### config.mk
export PLATFORM = sky130hd
export DESIGN_NAME = mem_arbiter
export DESIGN_NICKNAME = d
export VERILOG_FILES = /design/src/rtl/mem_arbiter.sv
export SDC_FILE = /design/constraint.sdc
export NUM_CORES = 1
export LEC_CHECK = 0
export BUFFER_PORTS_ARGS = -buffer_cell sky130_fd_sc_hd__buf_2
export CORE_MARGIN = 8
export CORE_UTILIZATION = 45
export DETAILED_ROUTE_END_ITERATION = 7
export PLACE_DENSITY = 0.75
export SYNTH_ARGS = -nofsm -noshare
export SYNTH_HDL_FRONTEND = slang
export SYNTH_SLANG_ARGS = --single-unit
### constraint.sdc
create_clock -name clk_in -period 4.3 [get_ports clk_in]
set_input_delay 0.43 -clock clk_in [delete_from_list [all_inputs] [get_ports clk_in]]
set_output_delay 0.43 -clock clk_in [all_outputs]
set_load 0.02 [all_outputs]
### src/rtl/mem_arbiter.sv
// Byte-serial sequencer that shares a single-port 8-bit RAM between the
// instruction fetcher (pipelined bursts) and the load/store unit.
module mem_arbiter #(
  parameter int unsigned ADDR_WIDTH = 32,
  parameter int unsigned LINE_WORDS = 16,
  localparam int unsigned IDX_W = (LINE_WORDS > 1) ? $clog2(LINE_WORDS) : 1
) (
  input  logic                  clk_in,
  input  logic                  rst_n_in,
  input  logic                  rdy_in,
  output logic                  ram_wr_out,
  output logic [ADDR_WIDTH-1:0] ram_addr_out,
  output logic [7:0]            ram_dout_out,
  input  logic [7:0]            ram_din_in,
  input  logic                  io_buffer_full_in,
  input  logic                  flush_in,
  input  logic                  ifetch_req_in,
  input  logic [ADDR_WIDTH-1:0] ifetch_addr_in,
  output logic                  ifetch_word_valid_out,
  output logic [31:0]           ifetch_word_out,
  output logic [IDX_W-1:0]      ifetch_word_idx_out,
  output logic                  ifetch_done_out,
  input  logic                  lsu_req_in,
  input  logic                  lsu_we_in,
  input  logic [1:0]            lsu_size_in,
  input  logic                  lsu_signed_in,
  input  logic [ADDR_WIDTH-1:0] lsu_addr_in,
  input  logic [31:0]           lsu_wdata_in,
  output logic [31:0]           lsu_rdata_out,
  output logic                  lsu_done_out
);

  localparam int unsigned CNT_W = $clog2(4 * LINE_WORDS) + 2;
  localparam logic [CNT_W-1:0] FETCH_BYTES = CNT_W'(4 * LINE_WORDS);

  typedef enum logic [2:0] {IDLE, LSU_RD, LSU_WR, FETCH, DONE} state_t;

  state_t                state, state_nx;
  logic [CNT_W-1:0]      cnt, cnt_nx, cnt_inc, cnt_m1;
  logic [CNT_W-1:0]      len, len_nx, lsu_len;
  logic [ADDR_WIDTH-1:0] base, base_nx;
  logic [31:0]           wdata, wdata_nx;
  logic                  sgn, sgn_nx;
  logic [31:0]           acc, acc_nx;

  logic                  wr_nx;
  logic [ADDR_WIDTH-1:0] addr_nx;
  logic [7:0]            dout_nx;
  logic                  fv_nx, fdone_nx, ldone_nx;
  logic [31:0]           fword_nx, rdata_nx;
  logic [IDX_W-1:0]      fidx_nx;

  logic io_blocked, lsu_go, fetch_go;

  // A store into the IO region is held off while the IO buffer is full.
  assign io_blocked = lsu_we_in && (lsu_addr_in[17:16] == 2'b11) && io_buffer_full_in;
  assign lsu_go     = lsu_req_in && !io_blocked;
  assign fetch_go   = ifetch_req_in && !flush_in;
  assign cnt_inc    = cnt + CNT_W'(1);
  assign cnt_m1     = cnt - CNT_W'(1);

  always_comb begin
    case (lsu_size_in)
      2'd0:    lsu_len = CNT_W'(1);
      2'd1:    lsu_len = CNT_W'(2);
      default: lsu_len = CNT_W'(4);
    endcase
  end

  always_ff @(posedge clk_in or negedge rst_n_in) begin
    if (!rst_n_in)   state <= IDLE;
    else if (rdy_in) state <= state_nx;
  end

  always_comb begin
    state_nx = state;
    case (state)
      IDLE: begin
        if (lsu_go)        state_nx = lsu_we_in ? LSU_WR : LSU_RD;
        else if (fetch_go) state_nx = FETCH;
      end
      LSU_WR: if (cnt_inc == len) state_nx = DONE;
      LSU_RD: if (cnt == len) state_nx = DONE;
      FETCH: begin
        if (flush_in)        state_nx = IDLE;
        else if (cnt == len) state_nx = DONE;
      end
      DONE:    state_nx = IDLE;
      default: state_nx = IDLE;
    endcase
  end

  // cnt counts cycles since grant; a read byte lands one cycle after its address.
  always_comb begin
    cnt_nx   = cnt_inc;
    len_nx   = len;
    base_nx  = base;
    wdata_nx = wdata;
    sgn_nx   = sgn;
    acc_nx   = acc;
    wr_nx    = 1'b0;
    addr_nx  = '0;
    dout_nx  = '0;
    fv_nx    = 1'b0;
    fword_nx = '0;
    fidx_nx  = '0;
    fdone_nx = 1'b0;
    ldone_nx = 1'b0;
    rdata_nx = '0;
    case (state)
      IDLE: begin
        cnt_nx = '0;
        acc_nx = '0;
        if (lsu_go) begin
          len_nx   = lsu_len;
          base_nx  = lsu_addr_in;
          wdata_nx = lsu_wdata_in;
          sgn_nx   = lsu_signed_in;
          addr_nx  = lsu_addr_in;
          wr_nx    = lsu_we_in;
          dout_nx  = lsu_we_in ? lsu_wdata_in[7:0] : '0;
        end else if (fetch_go) begin
          len_nx  = FETCH_BYTES;
          base_nx = ifetch_addr_in;
          addr_nx = ifetch_addr_in;
        end
      end
      LSU_WR: begin
        if (cnt_inc != len) begin
          wr_nx   = 1'b1;
          addr_nx = base + ADDR_WIDTH'(cnt_inc);
          dout_nx = wdata[{cnt_inc[1:0], 3'b000} +: 8];
        end else begin
          ldone_nx = 1'b1;
        end
      end
      LSU_RD: begin
        if (cnt_inc < len) addr_nx = base + ADDR_WIDTH'(cnt_inc);
        if (cnt != '0) acc_nx[{cnt_m1[1:0], 3'b000} +: 8] = ram_din_in;
        if (cnt == len) begin
          ldone_nx = 1'b1;
          if (len == CNT_W'(1))
            rdata_nx = {{24{sgn & acc_nx[7]}}, acc_nx[7:0]};
          else if (len == CNT_W'(2))
            rdata_nx = {{16{sgn & acc_nx[15]}}, acc_nx[15:0]};
          else
            rdata_nx = acc_nx;
        end
      end
      FETCH: begin
        if (flush_in) begin
          cnt_nx = '0;
        end else begin
          if (cnt_inc < len) addr_nx = base + ADDR_WIDTH'(cnt_inc);
          if (cnt != '0) begin
            acc_nx[{cnt_m1[1:0], 3'b000} +: 8] = ram_din_in;
            if (cnt_m1[1:0] == 2'b11) begin
              fv_nx    = 1'b1;
              fword_nx = acc_nx;
              fidx_nx  = IDX_W'(cnt_m1 >> 2);
            end
            if (cnt == len) fdone_nx = 1'b1;
          end
        end
      end
      DONE:    cnt_nx = '0;
      default: cnt_nx = '0;
    endcase
  end

  always_ff @(posedge clk_in or negedge rst_n_in) begin
    if (!rst_n_in) begin
      cnt                   <= '0;
      len                   <= '0;
      base                  <= '0;
      wdata                 <= '0;
      sgn                   <= 1'b0;
      acc                   <= '0;
      ram_wr_out            <= 1'b0;
      ram_addr_out          <= '0;
      ram_dout_out          <= '0;
      ifetch_word_valid_out <= 1'b0;
      ifetch_word_out       <= '0;
      ifetch_word_idx_out   <= '0;
      ifetch_done_out       <= 1'b0;
      lsu_rdata_out         <= '0;
      lsu_done_out          <= 1'b0;
    end else if (rdy_in) begin
      cnt                   <= cnt_nx;
      len                   <= len_nx;
      base                  <= base_nx;
      wdata                 <= wdata_nx;
      sgn                   <= sgn_nx;
      acc                   <= acc_nx;
      ram_wr_out            <= wr_nx;
      ram_addr_out          <= addr_nx;
      ram_dout_out          <= dout_nx;
      ifetch_word_valid_out <= fv_nx;
      ifetch_word_out       <= fword_nx;
      ifetch_word_idx_out   <= fidx_nx;
      ifetch_done_out       <= fdone_nx;
      lsu_rdata_out         <= rdata_nx;
      lsu_done_out          <= ldone_nx;
    end
  end

endmodule
# After elaboration in Yosys (flattened, before gate mapping)
# Cells that the tools add are included.
[word_totals] regBits=228 input_bits=115 output_inout_bits=112 word_cells=110
[classes] n_addsub=4 n_lt_le_gt_ge=1 n_eq_ne=14 shifts=3 mux=54 n_bitwise=2 n_reduce_logical=16
[ops] op="32-bit 2-to-1 mux" n=18
[ops] op="32-bit case mux with 4 select lines" n=1
[ops] op="32-bit case mux with 3 select lines" n=1
[ops] op="8-bit 2-to-1 mux" n=6
[ops] op="32-bit by 8-bit adder with 32-bit output" n=1
[ops] op="32-bit bitwise mux" n=1
[ops] op="8-bit case mux with 2 select lines" n=2
[ops] op="8-bit by 7-bit variable shift with 32-bit output (first input constant)" n=1
[ops] op="32-bit by 6-bit indexed part select with 8-bit output" n=1
[ops] op="8-bit by 7-bit indexed part select with 32-bit output" n=1
[ops] op="8-bit == test" n=2
[ops] op="4-bit 2-to-1 mux" n=4
[ops] op="3-bit 2-to-1 mux" n=5
[ops] op="3-bit case mux with 4 select lines" n=1
[ops] op="3-bit AND reduction" n=4
[ops] op="1-bit 2-to-1 mux" n=11
[ops] op="8-bit by 1-bit adder with 8-bit output (second input constant)" n=1
[ops] op="8-bit by 1-bit == test with 1-bit output (second input constant)" n=1
[ops] op="8-bit by 2-bit == test with 1-bit output (second input constant)" n=1
[ops] op="8-bit less-than comparator" n=1
[ops] op="8-bit != test" n=1
[ops] op="8-bit nonzero test" n=1
[ops] op="5-bit negation with 7-bit output" n=1
[ops] op="3-bit by 2-bit == test with 1-bit output (second input constant)" n=2
[ops] op="other kinds (17)" n=25

# Longest topological paths before layout
# Gate-level depths: netlist of the first run.
[logic_depth] ltp_word=11 ltp_mapped=14 depth_no_buf=11

# Worst setup path after synthesis of the first run
# Ideal clock, no wire load.
[synth_timing] path_kind="reg2reg" from="register cnt[0]" to="register ram_addr_out[28]" setup_time_ns=0.090 arrival_ns=3.060 required_time_ns=4.210 path_slack_ns=1.149 path_stages_with_launch=14 n_path_buf=3 synth_period_minus_slack_ns=3.151 path_cell_list="dfrtp_1 > buf_4 > inv_1 > ha_1 > clkbuf_1 > inv_1 > fa_1 > nor2b_1 > o21ai_0 > a21oi_1 > clkbuf_1 > o2111ai_1 > xor2_1 > o221ai_1"
[synth_via] elab_chain_len=5 word_cells_on_any_way=8 cone_classes="add/sub (2); order compare (1); eq/ne (1); mux (4)"
[synth_lines] element="start: declaration" line="39" source="logic [CNT_W-1:0] cnt, cnt_nx, cnt_inc, cnt_m1;"
[synth_lines] element="start signal: assignment" line="189" source="cnt <= cnt_nx;"
[synth_lines] element="8-bit by 1-bit adder with 8-bit output (*)" line="59" source="assign cnt_inc = cnt + CNT_W'(1);"
[synth_lines] element="32-bit by 8-bit adder with 32-bit output or 8-bit less-than comparator (tied branches)" line="131, 138, 154"
[synth_lines] element="32-bit 2-to-1 mux" line="138, 154"
[synth_lines] element="32-bit 2-to-1 mux" line="151" source="if (flush_in) begin"
[synth_lines] element="32-bit case mux with 4 select lines (*)" line="110" source="case (state)"
[synth_lines] element="end signal: assignment" line="196" source="ram_addr_out <= addr_nx;"
[synth_lines] element="end: declaration" line="12" source="output logic [ADDR_WIDTH-1:0] ram_addr_out,"
# Every way passes the cells marked *; elsewhere a longest branch is shown, timed or not.
# A chain may end at the register's enable or synchronous reset.

# Worst setup path in the final report of the first run
[layout_timing] from="register cnt[0]" to="register ram_addr_out[31]"
# Same word-level chain as after synthesis.

==> run_results.csv, run 1 <==
group,metric,value,unit
setup_path,crit_path_end_kind,"register",
routing,drc_errors,0,
global_route,gr-usage-all-layers,0.206,
routing,drt-pass1-iter-count,6,
timing,fin_tns_setup,0,ns
clock_tree,cts.sinks,224,
global_route,overflow,0,
flow_run,drv_cap,0,
timing,fin_hold_ws,-0.00435,ns
routing,post_drt_wl_per_cell,19.9,um
place,numPortBuffers,226,
status,violations,"hold timing",
setup_path,cp_slowest_cell,"a2111oi_1",
layout,fillers,2247,
setup_path,reg2regPathDepth,11,
clock_tree,cts_setup_buffers,0,
floorplan,io_pins,227,
timing,tightest_slew,1.14,ns
synth,synth.cell_area,11400,sq um
timing,fin_crit_sh,0.874,
clock_tree,cts-buffers-inserted,25,
pwr,p_leak,0.00641,uW
floorplan,die_height,175,um
global_route,grt_max_degree,124,
synth,async_flop_share,1.00,
floorplan,core,25100,sq um
routing,dr_total_vias,9566,
setup_path,max_stage_delay,0.75,ns
clock_tree,cts_htree_levels,1,
setup_path,cp-start-kind,"register",
timing,setup_viol,0,
setup_path,crit_chain,"buf_4 > inv_1 > ha_1 > buf_4 > ha_1 > a21oi_1 > nor2_1 > o2111ai_1 > a2111oi_1 > xnor2_1 > o21ai_0",
timing,max_freq,266,MHz
setup_path,critPathMaxFanout,15,
synth,synth_edf_count,0,
status,outcome,"complete, but fails checks",
clock_tree,clock_latency,0.52,ns
clock_tree,path_clk_slew,0.06,ns
layout,syn_to_final_growth,18.6,%
clock_tree,cts_resized,0,
place,dp_hpwl,23200,um
floorplan,die-width,175,um
setup_path,required,4.67,ns
place,gp_congestion,0.880,
setup_path,worstSetupPathType,"reg -> reg",
floorplan,die-area,30800,sq um
clock_tree,cts_tree,"done",
min_path,hp-class,"in -> async",
setup_path,crit_arrival,4.12,ns
pwr,vdd_ir_drop_max,320,uV
timing,hold_viol,1,
pwr,powerDensity,599,nW/um^2
floorplan,start_util,0.456,
layout,fin_cells,1645,
synth,avgSynthCellArea,10.3,sq um
layout,drive_gt1_frac,0.265,
timing,slew_headroom,0.242,
synth,synthFlopType,"dfrtp_1",
clock_tree,postCtsHoldBufs,0,
synth,synth_warnings,0,
timing,fin_crit,3.76,ns
timing,grt_setup_unrepaired,"false",
clock_tree,cts_buffer_depth,3,
global_route,grt_pass1_vias,9725,
routing,detail-route-antenna-nets,0,
layout,layout.nets,1433,
routing,initialDrtViolationCount,835,
synth,synth_cell_type_count,72,
synth,synthesis.nets,1243,
clock_tree,clockRootBuffer,"clkbuf_16",
setup_path,reg2reg_slack,0.54,ns
global_route,grt_pass1_wl,52300,um
floorplan,rows,58,
place,dp_cells,1599,
routing,routed_via_density,5.82,
synth,ys_seq_area_frac,0.490,
synth,postSynthCellCount,1106,
timing,slew_violations,0,
global_route,antenna_found_initial,2,
timing,finalClockSkew,0.0136,ns
synth,synth_seq_cells,224,
routing,wirelength,32700,um
-- layout by cell type (no fill, tap or decap), types with 6 or more instances in the layout --
cell       netlist  routed
a21o_1          28      28
a21oi_1         89      89
a22o_1          21      21
a22oi_1         18      18
a31oi_1          8       8
and2_1          12      12
and3_1           9       9
buf_2           12     225
buf_4            3      14
clkbuf_1        53       6
clkbuf_16        0      25
clkinv_2         0       6
dfrtp_1        224     224
ha_1            21      21
inv_1           20      19
mux2_2          35      35
mux4_2           8       8
nand2_1        128     128
nand2b_1         9       9
nand3_1         16      16
nand4_1          7       7
nor2_1          41      40
nor2b_1         38      38
nor3_1           6       6
o2111ai_1        8       8
o211ai_1        10      10
o21ai_0         68      68
o21ai_1          8       8
o221ai_1         7       7
o2bb2ai_1       68      68
o2bb2ai_2       10      10
o311ai_0         8       8
xnor2_1         25      25
xor2_1          17      17
-- Yosys cell counts (all sizes together), types with 7 or more instances --
cell	number	area (sq um)
nor2b	38	238
nand2	128	480
o2111ai	8	70.1
o221ai	7	61.3
a21o	28	210
xor2	17	149
a21oi	89	445
o311ai	8	70.1
dfrtp	224	5610
a22oi	18	135
buf	24	146
nand3	17	90.1
o2bb2ai	78	746
nand2b	10	70.1
nor3	7	46.3
and3	9	56.3
o21ai	78	405
inv	21	78.8
and2	12	75.1
mux2	35	394
a22o	21	184
ha	21	263
nor2	42	160
clkbuf	53	199
a31oi	8	50.1
xnor2	25	219
mux4	8	180
o211ai	11	87.6
nand4	7	43.8
-- kinds of logic (layout without fill, tap and decap cells) --
| group | count (synthesis) | after routing | synth area share |
|---|---|---|---|
| muxes | 45 | 45 | 0.0519 |
| adders and majority gates | 22 | 22 | 0.0247 |
| other | 0 | 1 | 0 |
| DFF | 224 | 224 | 0.490 |
| xor gates and xnor gates | 42 | 42 | 0.0321 |
| and+or+nand+nor | 292 | 292 | 0.128 |
| AOI/OAI and AO/OA | 383 | 383 | 0.236 |
| buffers and inverters | 98 | 306 | 0.0371 |
-- registers in the layout (all words and copies together) (netlist names) --
register and cells:
acc 32, base 32, ifetch_word_out 32, lsu_rdata_out 32
ram_addr_out 32, wdata 32, cnt 8, ram_dout_out 8
ifetch_word_idx_out 4, len 4, state 3, ifetch_done_out 1
ifetch_word_valid_out 1, lsu_done_out 1, ram_wr_out 1, sgn 1
-- metal layers --
metal,GRT usage,routed length (um),vias up,part of all wire
met5,0,14,-,0.00043
met4,0.0555,847,2,0.026
met3,0.0449,2250,70,0.069
met2,0.339,15400,356,0.47
met1,0.273,14100,4717,0.43
li1,-,-,4421,-
-- power breakdown --
part,switching [uW],internal [uW],total (uW)
Sequential,443,2620,3060
Clock,847,1200,2040
Combinational,1800,1220,3020
Total,3090,5040,8130
-- cell type report --
type                    count  area [sq um]  area share
diodes                      1          2.50    0.000184
clock buffers              35           703      0.0518
flip-flops and latches    224          5610       0.413
clock inverters            10          82.6     0.00609
repair buffers            240          1250      0.0919
well taps                 330           413      0.0304
multi-input cells         784          5430       0.400
inverters                  21          81.3     0.00599
-- per-stage QoR --
| stage | util | cell area (sq um) | hold WS [ns] | setup WS (ns) | power, uW |
|---|---|---|---|---|---|
| after detailed placement | 0.509 | 12800 | 0.468 | 0.643 | 6100 |
| after global routing | 0.540 | 13600 | 0.0781 | 0.196 | 8610 |
| after CTS | 0.540 | 13600 | 0.0545 | 0.601 | 8180 |
| after global placement | 0.509 | 12800 | 0.464 | 0.761 | 6010 |
| after floorplan | - | 11400 | 0.134 | 1.15 | 5180 |
| final | 0.540 | 13600 | -0.00435 | 0.542 | 8130 |
-- worst max-delay path, delay by kind of cell (launching register included) --
family                   cells  cell delay, ns
AO/OA/AOI/OAI                4            1.45
buffers and inverters        3            0.70
adder cells (fa/ha/maj)      2            0.63
flip-flops                   1            0.48
XOR/XNOR                     1            0.19
AND/OR/NAND/NOR              1            0.16
-- path summary, 6_finish.rpt --
check                                     to              start
setup reg to reg            ram_addr_out[31]             cnt[0]
hold / removal             lsu_rdata_out[27]           rst_n_in
min in group clk_in                   len[0]     lsu_size_in[0]
setup / recovery            ram_addr_out[31]             cnt[0]
max in group asynchronous             len[6]           rst_n_in
hold reg to reg            lsu_rdata_out[11]  lsu_rdata_out[11]
(Power assumes the default switching activity.)
==> run 2, diff against run 1 <==
--- a/config.mk
+++ b/config.mk
@@ -8,6 +8,8 @@
 export BUFFER_PORTS_ARGS = -buffer_cell sky130_fd_sc_hd__buf_2
+export CELL_PAD_IN_SITES_DETAIL_PLACEMENT = 1
+export CELL_PAD_IN_SITES_GLOBAL_PLACEMENT = 2
 export CORE_MARGIN = 8
-export CORE_UTILIZATION = 45
+export CORE_UTILIZATION = 35
 export DETAILED_ROUTE_END_ITERATION = 7
-export PLACE_DENSITY = 0.75
+export PLACE_DENSITY = 0.88
 export SYNTH_ARGS = -nofsm -noshare
==> constraint.sdc (replaced) <==
create_clock -name clk_in -period 4.3 [get_ports clk_in]
set_input_delay 1.075 -clock clk_in [delete_from_list [all_inputs] [get_ports clk_in]]
set_output_delay 1.075 -clock clk_in [all_outputs]
set_load 0.02 [all_outputs]
==> run 2 against run 1 <==
Net effect:
- final area increased by 2.0%
- the run now ends clean
- register-to-register slack improved by 0.18 ns
- sequential share of layout area decreased by 0.82 points
- wire length increased by 15%
- global-route usage decreased by 1.5 points
- critical path type unchanged
- non-clock buffer count increased by 10
==> run_results.csv, run 2 (synthesis results as in run 1) <==
group,metric,value,unit
status,outcome,"completed",
setup_path,max_stage_delay,0.70,ns
clock_tree,cts_setup_buffers,0,
clock_tree,cts_buffer_depth,3,
routing,dr_total_vias,9594,
timing,grt_setup_unrepaired,"false",
setup_path,cp_top_family,"compound AO/OA/AOI/OAI gates",
floorplan,start_util,0.354,
pwr,p_leak,0.00648,uW
setup_path,cp_slowest_cell,"a2111oi_0",
clock_tree,cts-buffers-inserted,26,
setup_path,required,4.69,ns
floorplan,rows,66,
clock_tree,cts_htree_levels,1,
clock_tree,cts_tree,"done",
pwr,p_clk_frac,0.259,
timing,tightest_slew,1.15,ns
setup_path,crit_chain,"buf_4 > nand4_1 > or2_1 > xnor2_1 > ha_1 > o2111ai_1 > a2111oi_0 > xnor2_1 > o21ai_1",
setup_path,worstSetupPathType,"reg -> reg",
pwr,p_sw_frac,0.391,
global_route,gr-usage-all-layers,0.192,
place,numPortBuffers,226,
setup_path,cp_common_cell,"xnor2_1",
floorplan,die-area,38700,sq um
layout,layout_common_cells,"buf_2, dfrtp_1, nand2_1",
pwr,power_frac_seq,0.368,
routing,routed_via_density,5.42,
clock_tree,path_clk_slew,0.06,ns
floorplan,io_pins,227,
routing,initialDrtViolationCount,487,
global_route,overflow,0,
layout,layout.nets,1444,
timing,slew_violations,0,
pwr,combPwrFrac,0.373,
timing,fin_hold_ws,0.481,ns
place,gp_congestion,0.861,
layout,syn_to_final_growth,21.0,%
routing,wirelength,37500,um
setup_path,crit_arrival,3.96,ns
setup_path,crit_path_end_kind,"register",
routing,detail-route-antenna-nets,0,
routing,drc_errors,0,
floorplan,die_height,197,um
timing,fin_tns_setup,0,ns
place,dp_hpwl,27200,um
pwr,internal_power,5080,uW
clock_tree,cts.sinks,224,
timing,setup_viol,0,
setup_path,critPathMaxFanout,15,
floorplan,core,32400,sq um
pwr,vdd_ir_drop_max,313,uV
setup_path,cp-start-kind,"register",
timing,finalClockSkew,0.0183,ns
layout,drive_gt1_frac,0.275,
timing,slew_headroom,0.234,
clock_tree,clockRootBuffer,"clkbuf_16",
clock_tree,postCtsHoldBufs,0,
timing,fin_crit,3.58,ns
routing,drt-pass1-iter-count,5,
global_route,grt_pass1_vias,10400,
timing,hold_viol,0,
min_path,hp-class,"reg -> reg",
timing,fin_crit_sh,0.832,
floorplan,die-width,197,um
clock_tree,cts_resized,0,
setup_path,cp.buffers_inverters,1,
global_route,antenna_found_initial,2,
global_route,grt_pass1_wl,59900,um
global_route,grt_max_degree,89,
pwr,powerDensity,602,nW/um^2
layout,final_common_cell,"buf_2",
pwr,p_switching,3260,uW
routing,post_drt_wl_per_cell,21.2,um
flow_run,drv_cap,0,
timing,max_freq,279,MHz
clock_tree,clock_latency,0.54,ns
-- run 2: cell types whose count changed in the layout (fill, tap and decap cells not counted), moves of 2 or more --
cell      previous run  this run
clkinv_4             0         2
buf_4               14        24
clkbuf_8             4         6
clkbuf_1             6         2
-- run 2: area by class of cell --
class                      instances  area, sq um
clock buffer                      34          741
clock inverter                    14          103
inverter                          21         81.3
sequential                       224         5610
multi-input combinational        784         5430
antenna                            2         5.00
timing repair buffer             250         1320
fill                            3723        18500
tap                              442          553
-- run 2: layer usage --
metal / wire length, um / global-route usage / share of wire
met1: 16500 / 0.252 / 0.44
met2: 18200 / 0.324 / 0.48
met5: 0 / 0 / 0
met3: 1920 / 0.0319 / 0.051
met4: 860 / 0.0515 / 0.023
-- run 2: path summary, 6_finish.rpt --
kind | cells after the start | slack (ns) | to | from
worst max-delay path | 9 | 0.72 | ram_addr_out[29] | cnt[0]
worst min-delay path | 1 | 0.48 | ifetch_word_out[17] | ifetch_word_out[17]
worst max register to register | 9 | 0.72 | ram_addr_out[29] | cnt[0]
worst min register to register | 1 | 0.48 | ifetch_word_out[17] | ifetch_word_out[17]
max in group asynchronous | 2 | 2.96 | ifetch_word_out[16] | rst_n_in
min in group asynchronous | 1 | 0.51 | lsu_rdata_out[3] | rst_n_in
-- run 2: stage by stage --
step	power (uW)	utilization	setup slack [ns]	instances	instance area, sq um
final	8340	0.428	0.721	1771	13800
after detailed placement	6230	0.401	0.692	1721	13000
after global placement	6110	0.401	0.816	1721	13000
after global routing	8880	0.428	0.386	1771	13800
after floorplan	5180	-	1.15	1106	11400
after CTS	8430	0.427	0.645	1769	13800
-- run 2: power groups by stage --
stage / clock (uW) / sequential, uW / combinational, uW
finish: 2160 / 3070 / 3110
global route: 2280 / 3140 / 3450
CTS: 2210 / 3070 / 3160
detailed placement: 0 / 3090 / 3130
global placement: 0 / 3080 / 3030
floorplan: 0 / 3130 / 2060
==> run 3, diff against run 2 <==
CORE_UTILIZATION = 32   (was 35)
PLACE_DENSITY = 0.85   (was 0.88)
clock period = 2.95 ns   (was 4.3 ns; I/O delays follow)
==> run 3 against run 2 <==
Net effect:
- core utilization decreased by 2.3 points
- clock-buffer cell count increased by 7
- clock skew decreased by 0.011 ns
- clock power increased by 46%
- hold slack got worse by 0.28 ns
- worst setup slack got worse by 0.58 ns
- final area increased by 3.4%
- maximum frequency increased by 27%
- total power increased by 50%
- sequential cell count unchanged
- combinational power increased by 57%
- non-clock buffer count increased by 30
==> run_results.csv, run 3 (synthesis results as in run 1) <==
group,metric,value,unit
global_route,grt_pass1_vias,10500,
routing,routed_via_density,5.35,
clock_tree,cts.sinks,224,
pwr,p_switching,4790,uW
place,dp_hpwl,28200,um
pwr,internal_power,7710,uW
status,outcome,"completed",
layout,drive_gt1_frac,0.299,
global_route,grt_max_degree,120,
routing,drc_errors,0,
pwr,combPwrFrac,0.390,
clock_tree,cts_tree,"done",
pwr,p_leak,0.00668,uW
floorplan,die_height,205,um
setup_path,cp_top_family,"compound AO/OA/AOI/OAI gates",
place,place_area,13300,sq um
clock_tree,clock_latency,0.54,ns
min_path,hp-class,"in -> async",
timing,fin_tns_setup,0,ns
layout,fillers,4016,
routing,wirelength,38700,um
timing,slew_headroom,0.405,
pwr,p_clk_frac,0.253,
clock_tree,cts_buffer_depth,3,
timing,setup_viol,0,
global_route,overflow,0,
layout,final_common_cell,"buf_2",
setup_path,worstSetupPathType,"reg -> reg",
layout,final_util,0.404,
timing,fin_crit_sh,0.953,
place,gp_congestion,0.834,
clock_tree,clockRootBuffer,"clkbuf_16",
floorplan,io_pins,227,
global_route,gr-usage-all-layers,0.182,
setup_path,crit_arrival,3.24,ns
setup_path,crit_chain,"buf_4 > ha_1 > xor2_2 > ha_1 > nand3_1 > nor2_1 > o2111ai_2 > buf_6 > a2111oi_2 > xnor2_1 > o21ai_1",
floorplan,die-width,205,um
pwr,power_frac_seq,0.357,
timing,hold_viol,0,
routing,detail-route-antenna-nets,0,
floorplan,start_util,0.323,
routing,post_drt_wl_per_cell,21.3,um
routing,initialDrtViolationCount,504,
pwr,p_sw_frac,0.383,
setup_path,cp-start-kind,"register",
timing,fin_crit,2.81,ns
pwr,power,12500,uW
pwr,powerDensity,874,nW/um^2
clock_tree,path_clk_slew,0.06,ns
setup_path,crit_path_end_kind,"register",
setup_path,critPathMaxFanout,12,
place,numPortBuffers,226,
timing,finalClockSkew,0.00726,ns
flow_run,drv_cap,0,
layout,syn_to_final_growth,25.0,%
floorplan,core,35400,sq um
setup_path,cp_common_cell,"ha_1",
floorplan,die-area,42100,sq um
timing,max_freq,356,MHz
setup_path,cp.buffers_inverters,2,
setup_path,reg2reg_slack,0.14,ns
setup_path,required,3.38,ns
pwr,vdd_ir_drop_max,367,uV
global_route,antenna_found_initial,3,
setup_path,cp_slowest_cell,"dfrtp_1",
setup_path,max_stage_delay,0.43,ns
timing,tightest_slew,0.890,ns
routing,dr_total_vias,9715,
global_route,grt_pass1_wl,61400,um
floorplan,rows,69,
timing,slew_violations,0,
clock_tree,cts-buffers-inserted,26,
routing,drt-pass1-iter-count,7,
layout,layout_common_cells,"buf_2, dfrtp_1, nand2_1",
layout,fin_area,14300,sq um
layout,layout.nets,1474,
timing,grt_setup_unrepaired,"true",
clock_tree,cts_htree_levels,1,
==> run 3: cell count changes in the layout (fill, tap and decap cells not counted), sizes merged <==
cell	before	now
clkbuf	34	41
bufinv	0	1
diode	2	3
clkinvlp	4	0
buf	250	280
clkinv	9	2
inv	22	21
==> run 3: layout make-up <==
type / instances / area, sq um / area share
Tap cell: 461 / 577 / 0.0403
Clock inverter: 3 / 51.3 / 0.00358
Multi-Input combinational cell: 784 / 5570 / 0.389
Sequential cell: 224 / 5610 / 0.392
Clock buffer: 41 / 777 / 0.0543
Antenna cell: 3 / 7.51 / 0.000525
Inverter: 21 / 81.3 / 0.00568
Timing Repair Buffer: 280 / 1640 / 0.115
==> run 3: per-layer routing <==
| metal | GRT usage | routed length (um) | vias to the layer above | share of wire |
|---|---|---|---|---|
| li1 | - | - | 4503 | - |
| met1 | 0.242 | 17000 | 4863 | 0.44 |
| met2 | 0.298 | 18300 | 287 | 0.47 |
| met3 | 0.0343 | 2470 | 62 | 0.064 |
| met4 | 0.0513 | 1010 | 0 | 0.026 |
| met5 | 0 | 0 | - | 0 |
==> run 3: worst register-to-register path: stages, from the launching register on <==
cell	delay [ns]
dfrtp_1	0.43
buf_4	0.18
ha_1	0.23
xor2_2	0.19
ha_1	0.36
nand3_1	0.10
nor2_1	0.18
o2111ai_2	0.15
buf_6	0.19
a2111oi_2	0.43
xnor2_1	0.17
o21ai_1	0.07
==> run 3: path summary, 6_finish.rpt <==
check / start / endpoint / depth (start not counted)
max in group asynchronous: rst_n_in / wdata[2] / 2
worst max-delay path: cnt[1] / ram_addr_out[27] / 11
min in group clk_in: lsu_size_in[0] / len[0] / 2
worst min register to register: ifetch_word_idx_out[1] / ifetch_word_idx_out[1] / 1
worst min-delay path: rst_n_in / acc[3] / 1
worst max register to register: cnt[1] / ram_addr_out[27] / 11
==> run 3: metrics by stage <==
step	cells	hold WS [ns]	worst slack [ns]
finish	1817	0.197	0.140
global route	1815	0.254	-0.0571
CTS	1811	0.225	0.00659
detailed placement	1767	0.468	-0.0234
global placement	1767	0.464	0.102
floorplan	1106	0.442	-0.00856
==> run 3: repair_timing <==
item                       CTS  global route
setup endpoints to repair    1            44
pin swaps                    0             2
gates cloned                 0             0
setup buffers                0             3
resized for setup            1            26
hold buffers                 0             0
==> run 3: power by group through the flow <==
stage	sequential, uW	clock [uW]	combinational (uW)
2_1_floorplan	4560	0	3010
3_3_place_gp	4460	0	4670
3_5_place_dp	4500	0	4820
4_1_cts	4460	3240	4860
5_1_grt	4580	3350	5380
6_report	4460	3160	4870
